### config.mk
export PLATFORM = sky130hd
export DESIGN_NAME = t10_keypad_fsm_flat
export DESIGN_NICKNAME = d
export VERILOG_FILES = /design/src/rtl/t10_keypad_pkg.sv /design/src/rtl/t10_keypad_if.sv /design/src/rtl/t10_keypad_decode.sv /design/src/rtl/t10_keypad_fsm.sv /design/src/flat_wrapper.sv
export SDC_FILE = /design/constraint.sdc
export NUM_CORES = 1
export LEC_CHECK = 0
export BUFFER_PORTS_ARGS = -buffer_cell sky130_fd_sc_hd__buf_2
export CAP_MARGIN = 20
export CORE_AREA = 2 2 82 84
export DETAILED_ROUTE_END_ITERATION = 12
export DIE_AREA = 0 0 84 86
export HOLD_SLACK_MARGIN = 0.06
export PLACE_DENSITY_LB_ADDON = 0.15
export SLEW_MARGIN = 25
export SYNTH_ARGS = -nofsm -noshare
export SYNTH_HDL_FRONTEND = slang
export SYNTH_HIERARCHICAL = 1
export SYNTH_SLANG_ARGS = --single-unit
### constraint.sdc
create_clock -name clk -period 2.1 [get_ports clk]
set_input_delay 0.525 -clock clk [delete_from_list [all_inputs] [get_ports clk]]
set_output_delay 0.525 -clock clk [all_outputs]
set_load 0.01 [all_outputs]
### src/rtl/t10_keypad_pkg.sv
// Keypad sequencer shared types: FSM states, key classes, key codes, event codes.
// No logic; is_onehot4() is a combinational helper used by the key decoder.
// Key codes are {row[3:0], col[3:0]}; row[3] is the top row, col[3] the left column.
package t10_keypad_pkg;

  typedef enum logic [2:0] {
    ST_IDLE,
    ST_DEB_PRESS,
    ST_ACCEPT,
    ST_HELD,
    ST_DEB_REL
  } keypad_state_t;

  typedef enum logic [1:0] {
    KC_NONE,
    KC_DIGIT,
    KC_CLEAR,
    KC_EVENT
  } key_class_t;

  localparam logic [7:0] KEY_1    = 8'h88;
  localparam logic [7:0] KEY_2    = 8'h84;
  localparam logic [7:0] KEY_3    = 8'h82;
  localparam logic [7:0] KEY_A    = 8'h81;
  localparam logic [7:0] KEY_4    = 8'h48;
  localparam logic [7:0] KEY_5    = 8'h44;
  localparam logic [7:0] KEY_6    = 8'h42;
  localparam logic [7:0] KEY_B    = 8'h41;
  localparam logic [7:0] KEY_7    = 8'h28;
  localparam logic [7:0] KEY_8    = 8'h24;
  localparam logic [7:0] KEY_9    = 8'h22;
  localparam logic [7:0] KEY_C    = 8'h21;
  localparam logic [7:0] KEY_STAR = 8'h18;
  localparam logic [7:0] KEY_0    = 8'h14;
  localparam logic [7:0] KEY_HASH = 8'h12;
  localparam logic [7:0] KEY_D    = 8'h11;

  localparam logic [3:0] EVT_A     = 4'hA;
  localparam logic [3:0] EVT_B     = 4'hB;
  localparam logic [3:0] EVT_C     = 4'hC;
  localparam logic [3:0] EVT_D     = 4'hD;
  localparam logic [3:0] EVT_ENTER = 4'hE;

  function automatic logic is_onehot4(input logic [3:0] v);
    return (v != 4'd0) && ((v & (v - 4'd1)) == 4'd0);
  endfunction

endpackage

### src/rtl/t10_keypad_if.sv
// Operator/enter event channel from the keypad sequencer to the calculator datapath.
// Signals: evt_valid (event pending), evt_code (4-bit event), evt_ready (sink accepts).
// Valid/ready: the source holds valid and code stable until the cycle ready is high.
interface t10_keypad_if;
  logic       evt_valid;
  logic [3:0] evt_code;
  logic       evt_ready;

  modport master (output evt_valid, output evt_code, input evt_ready);
  modport slave  (input evt_valid, input evt_code, output evt_ready);
endinterface

### src/rtl/t10_keypad_decode.sv
// Combinational keypad decoder: key -> {class, value}; non-one-hot row/col is KC_NONE.
// Latency 0. No backpressure.
// Ports: key (8-bit {row,col}) in; cls (key_class_t), val (digit 0-9 or event code) out.
module t10_keypad_decode import t10_keypad_pkg::*; (
  input  logic [7:0] key,
  output key_class_t cls,
  output logic [3:0] val
);

  always_comb begin
    cls = KC_NONE;
    val = 4'd0;
    if (is_onehot4(key[7:4]) && is_onehot4(key[3:0])) begin
      case (key)
        KEY_1:    begin cls = KC_DIGIT; val = 4'd1;      end
        KEY_2:    begin cls = KC_DIGIT; val = 4'd2;      end
        KEY_3:    begin cls = KC_DIGIT; val = 4'd3;      end
        KEY_4:    begin cls = KC_DIGIT; val = 4'd4;      end
        KEY_5:    begin cls = KC_DIGIT; val = 4'd5;      end
        KEY_6:    begin cls = KC_DIGIT; val = 4'd6;      end
        KEY_7:    begin cls = KC_DIGIT; val = 4'd7;      end
        KEY_8:    begin cls = KC_DIGIT; val = 4'd8;      end
        KEY_9:    begin cls = KC_DIGIT; val = 4'd9;      end
        KEY_0:    begin cls = KC_DIGIT; val = 4'd0;      end
        KEY_STAR: begin cls = KC_CLEAR; val = 4'd0;      end
        KEY_A:    begin cls = KC_EVENT; val = EVT_A;     end
        KEY_B:    begin cls = KC_EVENT; val = EVT_B;     end
        KEY_C:    begin cls = KC_EVENT; val = EVT_C;     end
        KEY_D:    begin cls = KC_EVENT; val = EVT_D;     end
        KEY_HASH: begin cls = KC_EVENT; val = EVT_ENTER; end
        default:  begin cls = KC_NONE;  val = 4'd0;      end
      endcase
    end
  end

endmodule

### src/rtl/t10_keypad_fsm.sv
// Keypad sequencer: paces the scanner, debounces presses/releases, builds a BCD operand, issues events.
// Latency: a key acts the cycle after its DEBOUNCE-th qualifying scan tick (ACCEPT), results visible next cycle.
// Backpressure: a pending event holds until evt_ready; keys accepted meanwhile are discarded.
// Ports: clk, nRst (async, active-low), active, strobe, cur_key in; scan_mode, scan_en, digit_buf,
//        digit_cnt, overflow out; evt (t10_keypad_if.master) event channel.
// Option: define T10_KEYPAD_AUTOREPEAT_EN to repeat a held digit every REPEAT_DLY scan ticks.
module t10_keypad_fsm import t10_keypad_pkg::*; #(
  parameter int SCAN_DIV = 1000,
  parameter int DEBOUNCE = 4,
  parameter int DIGITS   = 4
`ifdef T10_KEYPAD_AUTOREPEAT_EN
  , parameter int REPEAT_DLY = 250
`endif
) (
  input  logic                           clk,
  input  logic                           nRst,
  input  logic                           active,
  input  logic                           strobe,
  input  logic [7:0]                     cur_key,
  output logic                           scan_mode,
  output logic                           scan_en,
  output logic [4*DIGITS-1:0]            digit_buf,
  output logic [$clog2(DIGITS+1)-1:0]    digit_cnt,
  output logic                           overflow,
  t10_keypad_if.master                   evt
);

  localparam int DIV_W = $clog2(SCAN_DIV);
  localparam int DEB_W = $clog2(DEBOUNCE + 1);
  localparam int CNT_W = $clog2(DIGITS + 1);
  localparam int BUF_W = 4 * DIGITS;

  // Scan pacing
  logic [DIV_W-1:0] div_cnt;
  logic             scan_en_q;
  logic             active_q;
  logic             tick;

  always_ff @(posedge clk or negedge nRst) begin
    if (!nRst) begin
      active_q  <= 1'b0;
      div_cnt   <= '0;
      scan_en_q <= 1'b0;
    end else begin
      active_q <= active;
      if (active) begin
        if (div_cnt == DIV_W'(SCAN_DIV - 1)) begin
          div_cnt   <= '0;
          scan_en_q <= 1'b1;
        end else begin
          div_cnt   <= div_cnt + DIV_W'(1);
          scan_en_q <= 1'b0;
        end
      end else begin
        div_cnt   <= '0;
        scan_en_q <= 1'b0;
      end
    end
  end

  // Gate with the live input so a tick already registered is dropped the moment active falls.
  assign tick      = scan_en_q && active;
  assign scan_en   = tick;
  assign scan_mode = active_q;

  // Key decode and press/release FSM
  key_class_t    cur_cls;
  logic [3:0]    cur_val;
  keypad_state_t state, state_d;
  logic [DEB_W-1:0] deb_cnt, deb_d;
  logic [7:0]    key_q, key_d;
  key_class_t    held_cls, held_cls_d;
  logic [3:0]    held_val, held_val_d;

  t10_keypad_decode u_decode (
    .key (cur_key),
    .cls (cur_cls),
    .val (cur_val)
  );

  always_ff @(posedge clk or negedge nRst) begin
    if (!nRst) begin
      state    <= ST_IDLE;
      deb_cnt  <= '0;
      key_q    <= '0;
      held_cls <= KC_NONE;
      held_val <= '0;
    end else begin
      state    <= state_d;
      deb_cnt  <= deb_d;
      key_q    <= key_d;
      held_cls <= held_cls_d;
      held_val <= held_val_d;
    end
  end

  // The tick that first sees the key (or its absence) counts as the first of DEBOUNCE.
  always_comb begin
    state_d    = state;
    deb_d      = deb_cnt;
    key_d      = key_q;
    held_cls_d = held_cls;
    held_val_d = held_val;
    case (state)
      ST_IDLE: begin
        if (tick && strobe && (cur_cls != KC_NONE)) begin
          key_d      = cur_key;
          held_cls_d = cur_cls;
          held_val_d = cur_val;
          deb_d      = DEB_W'(1);
          state_d    = (DEBOUNCE == 1) ? ST_ACCEPT : ST_DEB_PRESS;
        end
      end
      ST_DEB_PRESS: begin
        if (tick) begin
          if (strobe && (cur_key == key_q)) begin
            if (deb_cnt == DEB_W'(DEBOUNCE - 1)) state_d = ST_ACCEPT;
            else                                  deb_d   = deb_cnt + DEB_W'(1);
          end else begin
            state_d = ST_IDLE;
          end
        end
      end
      ST_ACCEPT: state_d = ST_HELD;
      ST_HELD: begin
        if (tick && !strobe) begin
          deb_d   = DEB_W'(1);
          state_d = (DEBOUNCE == 1) ? ST_IDLE : ST_DEB_REL;
        end
      end
      ST_DEB_REL: begin
        if (tick) begin
          if (strobe)                                state_d = ST_HELD;
          else if (deb_cnt == DEB_W'(DEBOUNCE - 1))  state_d = ST_IDLE;
          else                                       deb_d   = deb_cnt + DEB_W'(1);
        end
      end
      default: state_d = ST_IDLE;
    endcase
    if (!active) state_d = ST_IDLE;
  end

  // Key actions
  logic             evt_valid_q;
  logic [3:0]       evt_code_q;
  logic             accept_act;
  logic             digit_fire;
  logic             buf_full;
  logic             rpt_fire;
  logic [BUF_W-1:0] buf_shift;

`ifdef T10_KEYPAD_AUTOREPEAT_EN
  localparam int RPT_W = $clog2(REPEAT_DLY + 1);
  logic [RPT_W-1:0] rpt_cnt;
  logic             rpt_run;

  // Only ticks that still see the key held count toward a repeat.
  assign rpt_run  = (state == ST_HELD) && (held_cls == KC_DIGIT) && !evt_valid_q && tick && strobe;
  assign rpt_fire = rpt_run && (rpt_cnt == RPT_W'(REPEAT_DLY - 1));

  // Cleared outside HELD, so it restarts on every entry (from ACCEPT or from DEB_REL).
  always_ff @(posedge clk or negedge nRst) begin
    if (!nRst)                  rpt_cnt <= '0;
    else if (state != ST_HELD)  rpt_cnt <= '0;
    else if (rpt_fire)          rpt_cnt <= '0;
    else if (rpt_run)           rpt_cnt <= rpt_cnt + RPT_W'(1);
  end
`else
  assign rpt_fire = 1'b0;
`endif

  assign accept_act = (state == ST_ACCEPT) && !evt_valid_q;
  assign digit_fire = (accept_act && (held_cls == KC_DIGIT)) || rpt_fire;
  assign buf_full   = (digit_cnt == CNT_W'(DIGITS));
  assign overflow   = digit_fire && buf_full;

  always_comb begin
    buf_shift      = digit_buf << 4;
    buf_shift[3:0] = held_val;
  end

  // Handshake and key actions never coincide: every action requires no pending event.
  always_ff @(posedge clk or negedge nRst) begin
    if (!nRst) begin
      digit_buf   <= '0;
      digit_cnt   <= '0;
      evt_valid_q <= 1'b0;
      evt_code_q  <= '0;
    end else if (evt_valid_q && evt.evt_ready) begin
      evt_valid_q <= 1'b0;
      digit_buf   <= '0;
      digit_cnt   <= '0;
    end else if (digit_fire && !buf_full) begin
      digit_buf <= buf_shift;
      digit_cnt <= digit_cnt + CNT_W'(1);
    end else if (accept_act && (held_cls == KC_CLEAR)) begin
      digit_buf <= '0;
      digit_cnt <= '0;
    end else if (accept_act && (held_cls == KC_EVENT)) begin
      evt_valid_q <= 1'b1;
      evt_code_q  <= held_val;
    end
  end

  assign evt.evt_valid = evt_valid_q;
  assign evt.evt_code  = evt_code_q;

endmodule
### src/flat_wrapper.sv
// flat-port wrapper written by rule: the top's interface ports become plain ports
module t10_keypad_fsm_flat import t10_keypad_pkg::*;
#(
  parameter int SCAN_DIV = 1000,
  parameter int DEBOUNCE = 4,
  parameter int DIGITS   = 4

)
  (clk, nRst, active, strobe, cur_key, scan_mode, scan_en, digit_buf, digit_cnt, overflow, evt_evt_valid, evt_evt_code, evt_evt_ready);
  t10_keypad_if evt_i ();
  input  logic clk;
  input  logic nRst;
  input  logic active;
  input  logic strobe;
  input  logic [7:0] cur_key;
  output logic scan_mode;
  output logic scan_en;
  output logic [4*DIGITS-1:0] digit_buf;
  output logic [$clog2(DIGITS+1)-1:0] digit_cnt;
  output logic overflow;
  output wire logic [$bits(evt_i.evt_valid)-1:0] evt_evt_valid;
  output wire logic [$bits(evt_i.evt_code)-1:0] evt_evt_code;
  input wire logic [$bits(evt_i.evt_ready)-1:0] evt_evt_ready;
  assign evt_evt_valid = evt_i.evt_valid;
  assign evt_evt_code = evt_i.evt_code;
  assign evt_i.evt_ready = evt_evt_ready;
  t10_keypad_fsm #(.SCAN_DIV(SCAN_DIV), .DEBOUNCE(DEBOUNCE), .DIGITS(DIGITS)) u_core (.clk(clk), .nRst(nRst), .active(active), .strobe(strobe), .cur_key(cur_key), .scan_mode(scan_mode), .scan_en(scan_en), .digit_buf(digit_buf), .digit_cnt(digit_cnt), .overflow(overflow), .evt(evt_i));
endmodule
==> impl_results.md, run 1 <==
* Synth Cell Area at 0.00306 mm²
* Share of cells above drive strength 1 at 38.2%
* Synth Warn # at 6
* Pins Over Slew Limit at 0
* Commonest cells post-synth: dfrtp_1, a22o_1, nor2_1
* Die height at 86 µm
* GRT Total Usage at 20.1%
* DRT Pass-1 Iters at 4
* Footprint of the multi-input gates at 0.00170 mm²
* Clock Tree Root: clkbuf_8
* CTS tree: yes
* Placer congestion estimate at 0.837
* Count of cell types in the netlist at 60
* Mean Syn Cell Area at 10.7 µm²
* Post-synth top area share at 45.7%
* CP max FO at 7
* # clock sinks at 56
* Inserted Diodes at 0
* Pwr per Cell Area at 571 mW/mm²
* Fin nets at 386
* Endpoints failing setup at 18
* Total gr overflow at 0
* CP Launch Type: primary input
* Site row count at 29
* CTS Buffer Depth at 2
* Drt wl/cell at 15.4 µm
* Largest net degree at the start of global routing at 57
* Unrepaired setup endpoints after global routing: yes
* Skew final at 0.0105 ns
* Leak at 1.94 nW
* Failing checks: negative setup slack
* IO Pins at 40
* First-pass GRT wire length at 11600 µm
* Min Clock Period, post-route at 2.32 ns
* Antenna Nets Post-Route at 0
* Place WS at -0.558 ns
* Status: complete, but fails checks
* Sequential Area at 0.00140 mm²
* Cell count after synthesis at 287
* # DRC at 0
* Die area at 0.00722 mm²
* Sequential cell area fraction in the yosys report at 45.7%
* Actual slew at the worst max-slew pin at 0.701 ns
* Total core area at 0.00628 mm²
* CP arrival at 2.52 ns
* Vias per cell at 5.60
* Synth top area cells: dfrtp_1, mux2_2, a22o_1
* Layout area overhead at 30.7%
* Critical Path RT at 2.30 ns
* CTS HTree Levels at 2
* Die W at 84 µm
* FILL cells at 504
* Post-synthesis sequential element count at 56
* Post-Syn Nets at 305
* Setup TNS Final at -1.27 ns
* I/O Buffers at 39
* Max Cap Viol at 0
* Top-count cell post-synth: dfrtp_1
* Async SR Flop Fraction at 100%
* Fmax at 431 MHz
* CTS Hold Buffers Added at 0
* Final hold violation count at 0
* Iter 0 DRT Violations at 94
* Clock latency at the later pin of the worst-skew pair at 0.31 ns
* EDFF count, synth at 0
* Slew Limit Headroom at 53.2%
* Num CTS Buffers at 5
* CP Class: primary input to flop
* Hold WC Path Type: primary input to asynchronous set/reset pin
* Drt total wl at 6850 µm
* Initial Util at 48.8%
* Via count at 2496
* Largest area contributor in the netlist: dfrtp_1
* Setup slack after layout at -0.220 ns
* Post-DP HPWL at 5020 µm
* Hold Slack at 0.183 ns
* Initial antenna violation count at 0
* Critical path endpoint category: flop
* Fin crit share at 110%
* Vias in the first global route at 2442
* Synth Flop Type: dfrtp_1
* Clk pin slew, worst setup/hold paths at 0.11 ns
* Max VDD drop at 333 µV
[cells by family after synthesis]
family	after synthesis	share of synthesized area, %
mux	22	8.00
xor+xnor	21	6.00
buf+inv	30	4.41
fa+ha+maj	5	2.04
simple gates	92	18.7
flops	56	45.7
compound gates	61	15.1
[state kept, by name (all words and copies together) (netlist names)]
register              cells
u_core/key_q              8
u_core/held_val           4
u_core/evt.evt_code       4
u_core/deb_cnt            3
u_core/evt.evt_valid      1
u_core/scan_mode          1
u_core/digit_buf         16
u_core/state              3
u_core/scan_en_q          1
u_core/div_cnt           10
u_core/held_cls           2
u_core/digit_cnt          3
[placed cells by master, fill, tap and decap left out, types with 4 or more instances in the layout]
master / instances
ha_1: 5
o21ai_0: 11
buf_12: 4
nor2b_1: 9
clkbuf_8: 5
nand2b_1: 4
mux2_4: 14
nor2_1: 16
dfrtp_1: 56
a21oi_1: 6
buf_4: 50
inv_1: 10
o21ai_1: 4
xor2_1: 14
nor3_1: 6
a22o_1: 17
buf_2: 36
nand4_1: 4
mux2_1: 5
xnor2_1: 6
nand2_1: 15
nand3_1: 7
[final cells by class]
cell class              count  share of cell area [%]
clock inverters             3                   0.687
repair buffers             93                    16.8
clock buffers               5                    1.72
inverters                  11                    1.03
multi-input cells         201                    42.3
well taps                  77                    2.41
flip-flops and latches     56                    35.0
[final timing paths]
| kind | depth (start not counted) | startpoint | slack [ns] | end |
|---|---|---|---|---|
| worst max-delay path | 9 | cur_key[4] | -0.22 | u_core/deb_cnt[0] |
| min in group clk | 2 | evt_evt_ready | 0.40 | u_core/evt.evt_valid |
| worst min register to register | 1 | u_core/div_cnt[0] | 0.45 | u_core/div_cnt[0] |
| worst min-delay path | 2 | nRst | 0.18 | u_core/key_q[5] |
| worst max register to register | 6 | u_core/deb_cnt[0] | 0.02 | u_core/deb_cnt[0] |
| max in group asynchronous | 2 | nRst | 1.65 | u_core/digit_cnt[0] |
[what timing repair did]
| action | 4_1_cts | 5_1_grt |
|---|---|---|
| setup buffers | 2 | 5 |
| setup endpoints to repair | 19 | 20 |
| pin swaps | 3 | 3 |
| gates resized for setup | 15 | 6 |
[power breakdown]
group | switching, W | internal, W | total, W
clock network | 0.000371 | 0.000246 | 0.000617
logic | 0.000270 | 0.000262 | 0.000532
registers | 0.0000223 | 0.00111 | 0.00114
[metal layers]
metal  share of wire [%]  track usage [%]  vias to the layer above
met5                   0                0                        -
met4                 1.3             5.87                        0
met3                 2.7             2.89                        9
met2                  52             35.9                       44
met1                  44             25.4                     1252
li1                    -                -                     1191
[per-stage QoR]
step	power, W	util [%]	cells	cell area [µm²]
2_1_floorplan	0.00143	-	287	3160
3_3_place_gp	0.00162	59.7	431	3750
3_5_place_dp	0.00164	59.7	431	3750
4_1_cts	0.00228	62.5	441	3930
5_1_grt	0.00241	63.8	446	4000
6_report	0.00228	63.8	446	4000
[critical path: stages]
cell	delay (ns)
buf_4	0.14
or3b_2	0.45
a21oi_1	0.17
o211ai_1	0.10
nand2_1	0.13
o2111ai_4	0.14
o2bb2ai_4	0.18
a2111oi_4	0.33
mux2_1	0.36
(Power assumes the default switching activity.)
==> run 2: changes to the inputs <==
--- a/config.mk
+++ b/config.mk
@@ -8,10 +8,11 @@
 export BUFFER_PORTS_ARGS = -buffer_cell sky130_fd_sc_hd__buf_2
 export CAP_MARGIN = 20
 export CORE_AREA = 2 2 82 84
+export CTS_CLUSTER_SIZE = 40
 export DETAILED_ROUTE_END_ITERATION = 12
 export DIE_AREA = 0 0 84 86
 export HOLD_SLACK_MARGIN = 0.06
-export PLACE_DENSITY_LB_ADDON = 0.15
+export PLACE_DENSITY = 0.77
 export SLEW_MARGIN = 25
 export SYNTH_ARGS = -nofsm -noshare
 export SYNTH_HDL_FRONTEND = slang
==> constraint.sdc (replaced) <==
create_clock -name clk -period 2.98 [get_ports clk]
set_input_delay 0.745 -clock clk [delete_from_list [all_inputs] [get_ports clk]]
set_output_delay 0.745 -clock clk [all_outputs]
set_load 0.01 [all_outputs]
==> impl_results.md, run 2 (synthesis results as in run 1) <==
* # DRC at 0
* FILL cells at 540
* Vias in the first global route at 2262
* CTS HTree Levels at 2
* Skew final at 0.0115 ns
* Num CTS Buffers at 5
* Max reg flops at 16
* Place WS at -0.0851 ns
* Placer congestion estimate at 0.857
* Status: finished, final reports clean
* Post-CTS sizing at 0
* Critical Path RT at 3.17 ns
* Drt total wl at 6020 µm
* IO Pins at 40
* Leading cell type in the layout, fill and taps excluded: dfrtp_1
* Largest register by flop count: u_core/digit_buf
* DRT Pass-1 Iters at 4
* Final hold violation count at 0
* CP Class: primary input to flop
* CTS tree: yes
* Endpoints failing setup at 0
* Post-DP HPWL at 4490 µm
* Clock latency at the later pin of the worst-skew pair at 0.31 ns
* Slew Limit Headroom at 54.7%
* First-pass GRT wire length at 10600 µm
* Die height at 86 µm
* CP arrival at 2.94 ns
* Initial antenna violation count at 0
* Die W at 84 µm
* Clock Tree Root: clkbuf_8
* Min Clock Period, post-route at 2.75 ns
* Pins Over Slew Limit at 0
* I/O Buffers at 39
* Critical path endpoint category: flop
* Iter 0 DRT Violations at 163
* Layout Cells excl Fill at 414
* Clk pin slew, worst setup/hold paths at 0.10 ns
* # Post-CTS Setup Buffers at 0
* # clock sinks at 56
* Inst Count DP at 406
* CP max FO at 8
* Largest regs: u_core/digit_buf (16), u_core/div_cnt (10), u_core/key_q (8)
* Total core area at 0.00628 mm²
* Die area at 0.00722 mm²
* Pwr per Cell Area at 430 mW/mm²
* Total gr overflow at 0
* Max VDD drop at 309 µV
* CP Launch Type: primary input
* Actual slew at the worst max-slew pin at 0.680 ns
* CTS Buffer Depth at 2
* Site row count at 29
* Via count at 2318
* Largest net degree at the start of global routing at 57
* Antenna Nets Post-Route at 0
* Initial Util at 48.8%
* Layout area overhead at 15.6%
* Fin crit share at 92.3%
* CTS Hold Buffers Added at 0
* Unrepaired setup endpoints after global routing: no
* Most frequent cells in the layout: dfrtp_1, buf_2, buf_4
* Fin nets at 354
* Leak at 1.71 nW
* Setup TNS Final at 0 ns
* Setup slack after layout at 0.230 ns
* Share of cells above drive strength 1 at 28.8%
* Drt wl/cell at 14.5 µm
* Fmax at 364 MHz
* Inserted Diodes at 0
* Hold WC Path Type: flop to flop
* Util after Layout at 56.4%
* Vias per cell at 5.60
* GRT Total Usage at 17.9%
* Max Cap Viol at 0
==> run 2: changes by cell type in the layout (fill, tap and decap cells not counted), moves of 4 or more <==
| cell | delta |
|---|---|
| o21ai_0 | +4 |
| buf_4 | -29 |
| mux2_4 | -14 |
| mux2_2 | +13 |
| o21ai_1 | -4 |
==> run 2: per-stage QoR <==
| stage | area [µm²] | hold slack (ns) | total power [W] |
|---|---|---|---|
| floorplan | 3060 | 0.425 | 0.00101 |
| global placement | 3450 | 0.441 | 0.00110 |
| detailed placement | 3450 | 0.455 | 0.00111 |
| CTS | 3540 | 0.470 | 0.00154 |
| global route | 3540 | 0.498 | 0.00161 |
| finish | 3540 | 0.463 | 0.00152 |
==> run 2: worst paths after layout <==
kind / start / endpoint / slack [ns] / depth (start not counted)
max reg2reg: u_core/deb_cnt[0] / u_core/deb_cnt[2] / 0.88 / 6
min in group asynchronous: nRst / u_core/digit_buf[4] / 0.55 / 2
min: u_core/div_cnt[0] / u_core/div_cnt[0] / 0.46 / 1
max: cur_key[4] / u_core/deb_cnt[2] / 0.23 / 9
min reg2reg: u_core/div_cnt[0] / u_core/div_cnt[0] / 0.46 / 1
max in group asynchronous: nRst / u_core/key_q[7] / 1.98 / 2
==> run 2: layout make-up <==
cell class	instances	area, µm²	share of cell area, %
Inverter	11	41.3	1.17
Sequential cell	56	1400	39.6
Tap cell	77	96.3	2.72
Timing Repair Buffer	61	373	10.5
Multi-Input combinational cell	201	1530	43.3
Clock buffer	5	68.8	1.94
Clock inverter	3	27.5	0.777
==> run 2: worst max-delay path: stages <==
cell and delay [ns]:
buf_2 0.15, nor4b_1 0.44, a21oi_1 0.13, o22ai_1 0.21
a211o_1 0.15, o2111ai_1 0.13, o2bb2ai_1 0.22, a2111oi_4 0.42
mux2_1 0.36
==> run 2: layer usage <==
metal  GRT usage, %  share of wire (%)
met5              0                  0
met4           4.55                1.2
met3           3.27                5.5
met2           29.5                 47
met1           24.7                 46
==> run 2: power by group <==
part / internal [W] / total [W] / switching [W] / leakage (nW)
combinational: 0.000128 / 0.000284 / 0.000156 / 0.898
clock: 0.000173 / 0.000431 / 0.000258 / 0.0463
sequential: 0.000784 / 0.000808 / 0.0000241 / 0.765
